`src/rtl/ps2_key_receiver_if.sv`:
```
// ps2_key_receiver_if: decoded keyboard outputs of the PS/2 front end.
// The receiver drives these signals through the master modport.
// A consumer such as keyboard_input reads them through the slave modport.
interface ps2_key_receiver_if;
    logic [7:0] ps2_key_data;
    logic       ps2_key_pressed;
    logic [7:0] ps2_out;
    logic       ps2_extended;
    logic       frame_error;

    modport master (
        output ps2_key_data,
        output ps2_key_pressed,
        output ps2_out,
        output ps2_extended,
        output frame_error
    );

    modport slave (
        input ps2_key_data,
        input ps2_key_pressed,
        input ps2_out,
        input ps2_extended,
        input frame_error
    );
endinterface

```
`src/rtl/ps2_key_receiver.sv`:
```
// ps2_key_receiver: PS/2 keyboard front end.
// The design works in several stages:
//   - It synchronizes and filters the raw PS/2 pins.
//   - It deframes 11-bit device frames, checking odd parity and the stop bit, with a watchdog.
//   - It strips the E0 (extended) and F0 (break) prefixes.
//   - It announces each make code with a clean ps2_key_pressed pulse.
// Optional feature macro: PS2_REPEAT_FILTER_EN.
//   - When it is defined, typematic repeats of the currently held key are suppressed.
//   - They still update ps2_out, but they produce no pulse.
module ps2_key_receiver #(
    parameter int FILTER_LEN     = 8,
    parameter int TIMEOUT_CYCLES = 250000,
    parameter int PULSE_CYCLES   = 4
) (
    input  logic               clock,
    input  logic               reset,
    input  logic               ps2_clk,
    input  logic               ps2_dat,
    ps2_key_receiver_if.master key_if
);
    localparam int FW = $clog2(FILTER_LEN + 1);
    localparam int TW = $clog2(TIMEOUT_CYCLES + 1);
    localparam int PW = $clog2(PULSE_CYCLES + 1);
    localparam logic [7:0] CODE_EXT = 8'hE0;
    localparam logic [7:0] CODE_BRK = 8'hF0;

    typedef enum logic [1:0] {IDLE, DATA, PARITY, STOP} frame_state_t;

    frame_state_t    state, state_next;
    logic            clk_s1, clk_s2, dat_s1, dat_s2;
    logic            clk_filt, fall;
    logic [FW-1:0]   filt_cnt;
    logic [7:0]      shift_reg;
    logic [2:0]      bit_cnt;
    logic            parity_ok;
    logic [TW-1:0]   wd_cnt;
    logic            timeout_hit, byte_done, err_now;
    logic            is_code, is_make, make_accept;
    logic            ext_flag, brk_flag;
    logic [7:0]      key_data_q, out_q;
    logic            extended_q, frame_error_q;
    logic            pulse_high, pulse_arm;
    logic [PW-1:0]   pulse_cnt;

    // Two-flop synchronizers; the pins idle high, so the flops reset high.
    always_ff @(posedge clock or negedge reset) begin
        if (!reset) begin
            clk_s1 <= 1'b1;
            clk_s2 <= 1'b1;
            dat_s1 <= 1'b1;
            dat_s2 <= 1'b1;
        end else begin
            clk_s1 <= ps2_clk;
            clk_s2 <= clk_s1;
            dat_s1 <= ps2_dat;
            dat_s2 <= dat_s1;
        end
    end

    // Glitch filter on the clock pin; a fall strobe is emitted when the filtered level drops.
    always_ff @(posedge clock or negedge reset) begin
        if (!reset) begin
            clk_filt <= 1'b1;
            filt_cnt <= '0;
            fall     <= 1'b0;
        end else begin
            fall <= 1'b0;
            if (clk_s2 == clk_filt) begin
                filt_cnt <= '0;
            end else if (filt_cnt == FW'(FILTER_LEN - 1)) begin
                clk_filt <= clk_s2;
                filt_cnt <= '0;
                fall     <= ~clk_s2;
            end else begin
                filt_cnt <= filt_cnt + FW'(1);
            end
        end
    end

    // Frame state register.
    always_ff @(posedge clock or negedge reset) begin
        if (!reset) state <= IDLE;
        else        state <= state_next;
    end

    // Next-state logic: the watchdog has priority; otherwise the FSM advances one bit per fall strobe.
    always_comb begin
        state_next  = state;
        byte_done   = 1'b0;
        err_now     = 1'b0;
        timeout_hit = (state != IDLE) && !fall && (wd_cnt == TW'(TIMEOUT_CYCLES - 1));
        if (timeout_hit) begin
            state_next = IDLE;
            err_now    = 1'b1;
        end else if (fall) begin
            case (state)
                IDLE: begin
                    if (!dat_s2) state_next = DATA;
                    else         err_now    = 1'b1;
                end
                DATA:   if (bit_cnt == 3'd7) state_next = PARITY;
                PARITY: state_next = STOP;
                STOP: begin
                    state_next = IDLE;
                    if (dat_s2 && parity_ok) byte_done = 1'b1;
                    else                     err_now   = 1'b1;
                end
                default: state_next = IDLE;
            endcase
        end
    end

    // Frame datapath: LSB-first shifter, bit counter, parity result and inter-edge watchdog.
    always_ff @(posedge clock or negedge reset) begin
        if (!reset) begin
            shift_reg <= '0;
            bit_cnt   <= '0;
            parity_ok <= 1'b0;
            wd_cnt    <= '0;
        end else begin
            if (state == IDLE || fall) wd_cnt <= '0;
            else                       wd_cnt <= wd_cnt + TW'(1);
            if (fall) begin
                case (state)
                    IDLE: bit_cnt <= '0;
                    DATA: begin
                        shift_reg <= {dat_s2, shift_reg[7:1]};
                        bit_cnt   <= bit_cnt + 3'd1;
                    end
                    PARITY:  parity_ok <= ^{shift_reg, dat_s2};
                    default: ;
                endcase
            end
        end
    end

`ifdef PS2_REPEAT_FILTER_EN
    logic       held_valid, held_ext, is_release;
    logic [7:0] held_code;

    // A make code matching the held key (code and extended bit) is a typematic repeat.
    always_comb begin
        is_code     = byte_done && (shift_reg != CODE_EXT) && (shift_reg != CODE_BRK);
        is_make     = is_code && !brk_flag;
        is_release  = is_code && brk_flag;
        make_accept = is_make && !(held_valid && held_code == shift_reg && held_ext == ext_flag);
    end

    // Held-key tracker: set by an accepted make, cleared by the matching release.
    always_ff @(posedge clock or negedge reset) begin
        if (!reset) begin
            held_valid <= 1'b0;
            held_code  <= '0;
            held_ext   <= 1'b0;
        end else if (make_accept) begin
            held_valid <= 1'b1;
            held_code  <= shift_reg;
            held_ext   <= ext_flag;
        end else if (is_release && held_code == shift_reg && held_ext == ext_flag) begin
            held_valid <= 1'b0;
        end
    end
`else
    // Every make code is announced, including typematic repeats.
    always_comb begin
        is_code     = byte_done && (shift_reg != CODE_EXT) && (shift_reg != CODE_BRK);
        is_make     = is_code && !brk_flag;
        make_accept = is_make;
    end
`endif

    // Code layer: prefix flags, the raw byte, and the latched make code with its extended bit.
    always_ff @(posedge clock or negedge reset) begin
        if (!reset) begin
            out_q         <= '0;
            key_data_q    <= '0;
            extended_q    <= 1'b0;
            ext_flag      <= 1'b0;
            brk_flag      <= 1'b0;
            frame_error_q <= 1'b0;
        end else begin
            frame_error_q <= err_now;
            if (err_now) begin
                ext_flag <= 1'b0;
                brk_flag <= 1'b0;
            end else if (byte_done) begin
                out_q <= shift_reg;
                if (shift_reg == CODE_EXT) begin
                    ext_flag <= 1'b1;
                end else if (shift_reg == CODE_BRK) begin
                    brk_flag <= 1'b1;
                end else begin
                    ext_flag <= 1'b0;
                    brk_flag <= 1'b0;
                    if (make_accept) begin
                        key_data_q <= shift_reg;
                        extended_q <= ext_flag;
                    end
                end
            end
        end
    end

    // Pulse generator: low in the cycle the data changes, then high for PULSE_CYCLES; a new make restarts it.
    always_ff @(posedge clock or negedge reset) begin
        if (!reset) begin
            pulse_high <= 1'b0;
            pulse_arm  <= 1'b0;
            pulse_cnt  <= '0;
        end else if (make_accept) begin
            pulse_high <= 1'b0;
            pulse_arm  <= 1'b1;
            pulse_cnt  <= '0;
        end else if (pulse_arm) begin
            pulse_high <= 1'b1;
            pulse_arm  <= 1'b0;
            pulse_cnt  <= PW'(PULSE_CYCLES - 1);
        end else if (pulse_high) begin
            if (pulse_cnt == '0) pulse_high <= 1'b0;
            else                 pulse_cnt  <= pulse_cnt - PW'(1);
        end
    end

    assign key_if.ps2_key_data    = key_data_q;
    assign key_if.ps2_key_pressed = pulse_high;
    assign key_if.ps2_out         = out_q;
    assign key_if.ps2_extended    = extended_q;
    assign key_if.frame_error     = frame_error_q;
endmodule

```
`src/flat_wrapper.sv`:
```
// flat-port wrapper written by rule: the top's interface ports become plain ports
module ps2_key_receiver_flat 
#(
    parameter int FILTER_LEN     = 8,
    parameter int TIMEOUT_CYCLES = 250000,
    parameter int PULSE_CYCLES   = 4
)
  (clock, reset, ps2_clk, ps2_dat, key_if_ps2_key_data, key_if_ps2_key_pressed, key_if_ps2_out, key_if_ps2_extended, key_if_frame_error);
  ps2_key_receiver_if key_if_i ();
  input  logic clock;
  input  logic reset;
  input  logic ps2_clk;
  input  logic ps2_dat;
  output wire logic [$bits(key_if_i.ps2_key_data)-1:0] key_if_ps2_key_data;
  output wire logic [$bits(key_if_i.ps2_key_pressed)-1:0] key_if_ps2_key_pressed;
  output wire logic [$bits(key_if_i.ps2_out)-1:0] key_if_ps2_out;
  output wire logic [$bits(key_if_i.ps2_extended)-1:0] key_if_ps2_extended;
  output wire logic [$bits(key_if_i.frame_error)-1:0] key_if_frame_error;
  assign key_if_ps2_key_data = key_if_i.ps2_key_data;
  assign key_if_ps2_key_pressed = key_if_i.ps2_key_pressed;
  assign key_if_ps2_out = key_if_i.ps2_out;
  assign key_if_ps2_extended = key_if_i.ps2_extended;
  assign key_if_frame_error = key_if_i.frame_error;
  ps2_key_receiver #(.FILTER_LEN(FILTER_LEN), .TIMEOUT_CYCLES(TIMEOUT_CYCLES), .PULSE_CYCLES(PULSE_CYCLES)) u_core (.clock(clock), .reset(reset), .ps2_clk(ps2_clk), .ps2_dat(ps2_dat), .key_if(key_if_i));
endmodule
```
`config.mk`:
```
export PLATFORM = sky130hd
export DESIGN_NAME = ps2_key_receiver_flat
export DESIGN_NICKNAME = d
export VERILOG_FILES = /design/src/rtl/ps2_key_receiver_if.sv /design/src/rtl/ps2_key_receiver.sv /design/src/flat_wrapper.sv
export SDC_FILE = /design/constraint.sdc
export NUM_CORES = 1
export LEC_CHECK = 0
export ABC_CLOCK_PERIOD_IN_PS = 1840
export CAP_MARGIN = 15
export CORE_ASPECT_RATIO = 1.1
export CORE_UTILIZATION = 52
export DETAILED_ROUTE_END_ITERATION = 7
export PLACE_DENSITY = 0.75
export SLEW_MARGIN = 20
export SYNTH_ARGS = -nofsm -noshare
export SYNTH_HDL_FRONTEND = slang
export SYNTH_SLANG_ARGS = --single-unit
```
`constraint.sdc`:
```
create_clock -name clock -period 1.84 [get_ports clock]
set_input_delay 0.368 -clock clock [delete_from_list [all_inputs] [get_ports clock]]
set_output_delay 0.368 -clock clock [all_outputs]
set_load 0.01 [all_outputs]
```
==> metrics.md <==
| Metric | Value |
|---|---|
| Outcome | `finished, final reports clean` |
| Initial DRC Count | `92` |
| Cell area after synthesis | `~3000 sq um` |
| Skew final | `roughly 0.0091 ns` |
| Clock transition at path regs | `around 0.070 ns` |
| Largest net degree at the start of global routing | `between 60 and 70` |
| Ys async rst share | `100%` |
| Biggest register | `u_core.wd_cnt` |
| Fin cells | `388` |
| TritonCTS buffer count | `9` |
| Ranking of synthesized cells by area | `dfrtp_1 51%, mux2_2 10%, xnor2_1 4.6%, dfstp_2 4.3%, ha_1 4.1%` |
| GRT Total Usage | `20.4%` |
| CP Class | `reg2reg` |
| GR Overflow Total | `0` |
| Worst-path fanout max | `5` |
| First-pass GRT wire length | `9240 microns` |
| Fin crit period | `between 1.5 and 2 ns` |
| Die Width | `~75 microns` |
| Synth top area share | `51.3%` |
| CP arrival | `2.05 ns` |
| Hold/Removal Path Class | `in2async` |
| Core Util, Final | `between 60% and 70%` |
| Peak VDD IR | `a little over 600 uV` |
| RSZ-0062 raised after global routing | `yes` |
| Avg Inst Size Synth | `between 10 and 15 sq um` |
| Power Density | `~900 nW/um^2` |
| FP Rows | `28` |
| Endpoint type of the worst setup path | `flip-flop` |
| Count leader, synth | `dfrtp_1` |
| Reg-to-reg slack, setup | `~0.046 ns` |
| Final hold vios | `0` |
| Initial antenna violation count | `0` |
| Die area | `between 6000 and 7000 sq um` |
| Vias in the first global route | `about 2000` |
| Pwr Total | `3.41 mW` |
| Synth cell types | `between 40 and 50` |
| Worst slew margin | `75.6%` |
| Vias/cell | `~5.3` |
| Lkg Pwr | `approximately 1.7 nW` |
| Wire length per cell | `between 10 and 15 microns` |
| H-Tree Level Count | `3` |
| Clk sinks | `between 60 and 70` |
| I/O pins | `23` |
| Routability cong. | `between 0.8 and 0.9` |
| Slew @ Worst Pin | `approximately 0.36 ns` |
| Max reg flops | `18` |
| Max_cap viols | `0` |
| Initial Util | `between 50% and 60%` |
| Final Cycle Share | `between 90% and 100%` |
| Nets | `about 320` |
| Count of pins over their slew limit | `0` |
| Port bufs | `22` |
| Syn nets | `about 270` |
| CTS max path bufs | `2` |
| Drt first pass iters | `4` |
| # DRC | `0` |
| DP Worst Slack | `-0.0344 ns` |
| DR vias | `approximately 2100` |
| WL final | `5540 microns` |
| Post-route ant nets | `0` |
| Ant. Diodes | `0` |
| TNS Setup | `0 ns` |
| CTS tree | `yes` |
| Top FF cell, synth | `dfrtp_1` |
| CP Launch Type | `flip-flop` |
| Required @ worst endpoint | `2.10 ns` |
| Final setup vio count | `0` |
| Height of the chip | `82.0 microns` |
| FILL cells | `~420` |
| Yosys top cell by area | `dfrtp_1` |
| Area delta synth->final | `25.3%` |
| Seq cells post-synth | `67` |
| Post-Syn Instances | `between 200 and 300` |
| Core outline area | `between 5000 and 6000 sq um` |
| Post-DP HPWL | `between 3000 and 4000 microns` |
| Top post-synthesis cells by count | `62 x dfrtp_1, 27 x mux2_2, 19 x nor2_1, 16 x xnor2_1` |
| Sequential-to-total area share from yosys stat | `about 56%` |
| Worst setup margin | `0.0456 ns` |
| Share of layout cells above drive strength 1 | `between 20 and 30%` |
| Placed cells | `370` |
| Clk_lat worst skew | `about 0.33 ns` |
| Fmax | `~560 MHz` |
| Root buf cell | `clkbuf_8` |
| Hold_buf cts | `0` |
| EDFF count, synth | `0` |
| Yosys Warn Count | `0` |
==> critical path: stages, from the launching register on <==
cell and delay [ns]:
dfrtp_1 0.42, nand4_1 0.18, or4_4 0.49, or4_1 0.48, a21oi_1 0.15
==> final timing paths <==
kind | startpoint | to | cells after the start
worst max-delay path | u_core.wd_cnt[2] | u_core.wd_cnt[17] | 4
max in group asynchronous | reset | u_core.clk_filt | 2
min in group clock | u_core.clk_s1 | u_core.clk_s2 | 0
worst min register to register | u_core.clk_s1 | u_core.clk_s2 | 0
worst max register to register | u_core.wd_cnt[2] | u_core.wd_cnt[17] | 4
worst min-delay path | reset | u_core.key_if.ps2_out[5] | 2
==> what timing repair did <==
| item | in CTS | in global routing |
|---|---|---|
| hold endpoints to repair | 0 | 0 |
| setup buffers | 1 | 5 |
| setup endpoints to repair | 17 | 22 |
| pin swaps | 1 | 3 |
| resized for setup | 2 | 11 |
==> placed cells by master, fill, tap and decap left out, types with 10 or more instances in the layout <==
cell	count
dfrtp_1	62
mux2_2	26
buf_4	26
clkdlybuf4s50_1	21
nor2_1	19
xnor2_1	16
nand2_1	13
a21oi_1	12
clkbuf_8	12
inv_1	10
==> kinds of logic (layout without fill, tap and decap cells) <==
logic type               count (synthesis)  in the layout  share of synthesized area (%)
adder cells (fa/ha/maj)                 10             10                           4.14
AO/OA/AOI/OAI                           32             32                           6.63
buffers and inverters                   18             76                           2.61
XOR/XNOR                                21             21                           6.54
multiplexers                            28             28                           10.4
AND/OR/NAND/NOR                         79             79                           14.0
flip-flops                              67             67                           55.7
==> stage by stage <==
step / instance area (sq um) / hold WS, ns
after global routing: 3790 / 0.0565
after CTS: 3740 / 0.0508
after global placement: 3520 / 0.345
final: 3790 / 0.0413
after detailed placement: 3520 / 0.347
after floorplan: 3030 / 0.0724
==> area by class of cell <==
cell class | instances | area, sq um | area share (%)
Multi-Input combinational cell | 170 | 1320 | 35.0
Clock inverter | 2 | 35.0 | 0.925
Inverter | 12 | 45.0 | 1.19
Timing Repair Buffer | 50 | 442 | 11.7
Sequential cell | 67 | 1680 | 44.4
Clock buffer | 12 | 165 | 4.36
Tap cell | 75 | 93.8 | 2.48
==> per-layer routing <==
layer	share of wire (%)	GRT usage (%)	wire length, microns	vias up
li1	-	-	-	1007
met4	1.9	8.87	103	0
met2	49	33.2	2690	39
met1	46	25.6	2550	1014
met5	0	0	0	-
met3	3.4	5.15	187	8
==> where the power goes <==
part | internal (mW) | switching [mW] | leakage (nW)
clock | 0.720 | 0.512 | 0.104
combinational | 0.239 | 0.269 | 0.739
sequential | 1.58 | 0.0891 | 0.906
total | 2.54 | 0.870 | 1.75
No activity file was read; power rests on OpenSTA's default activity.
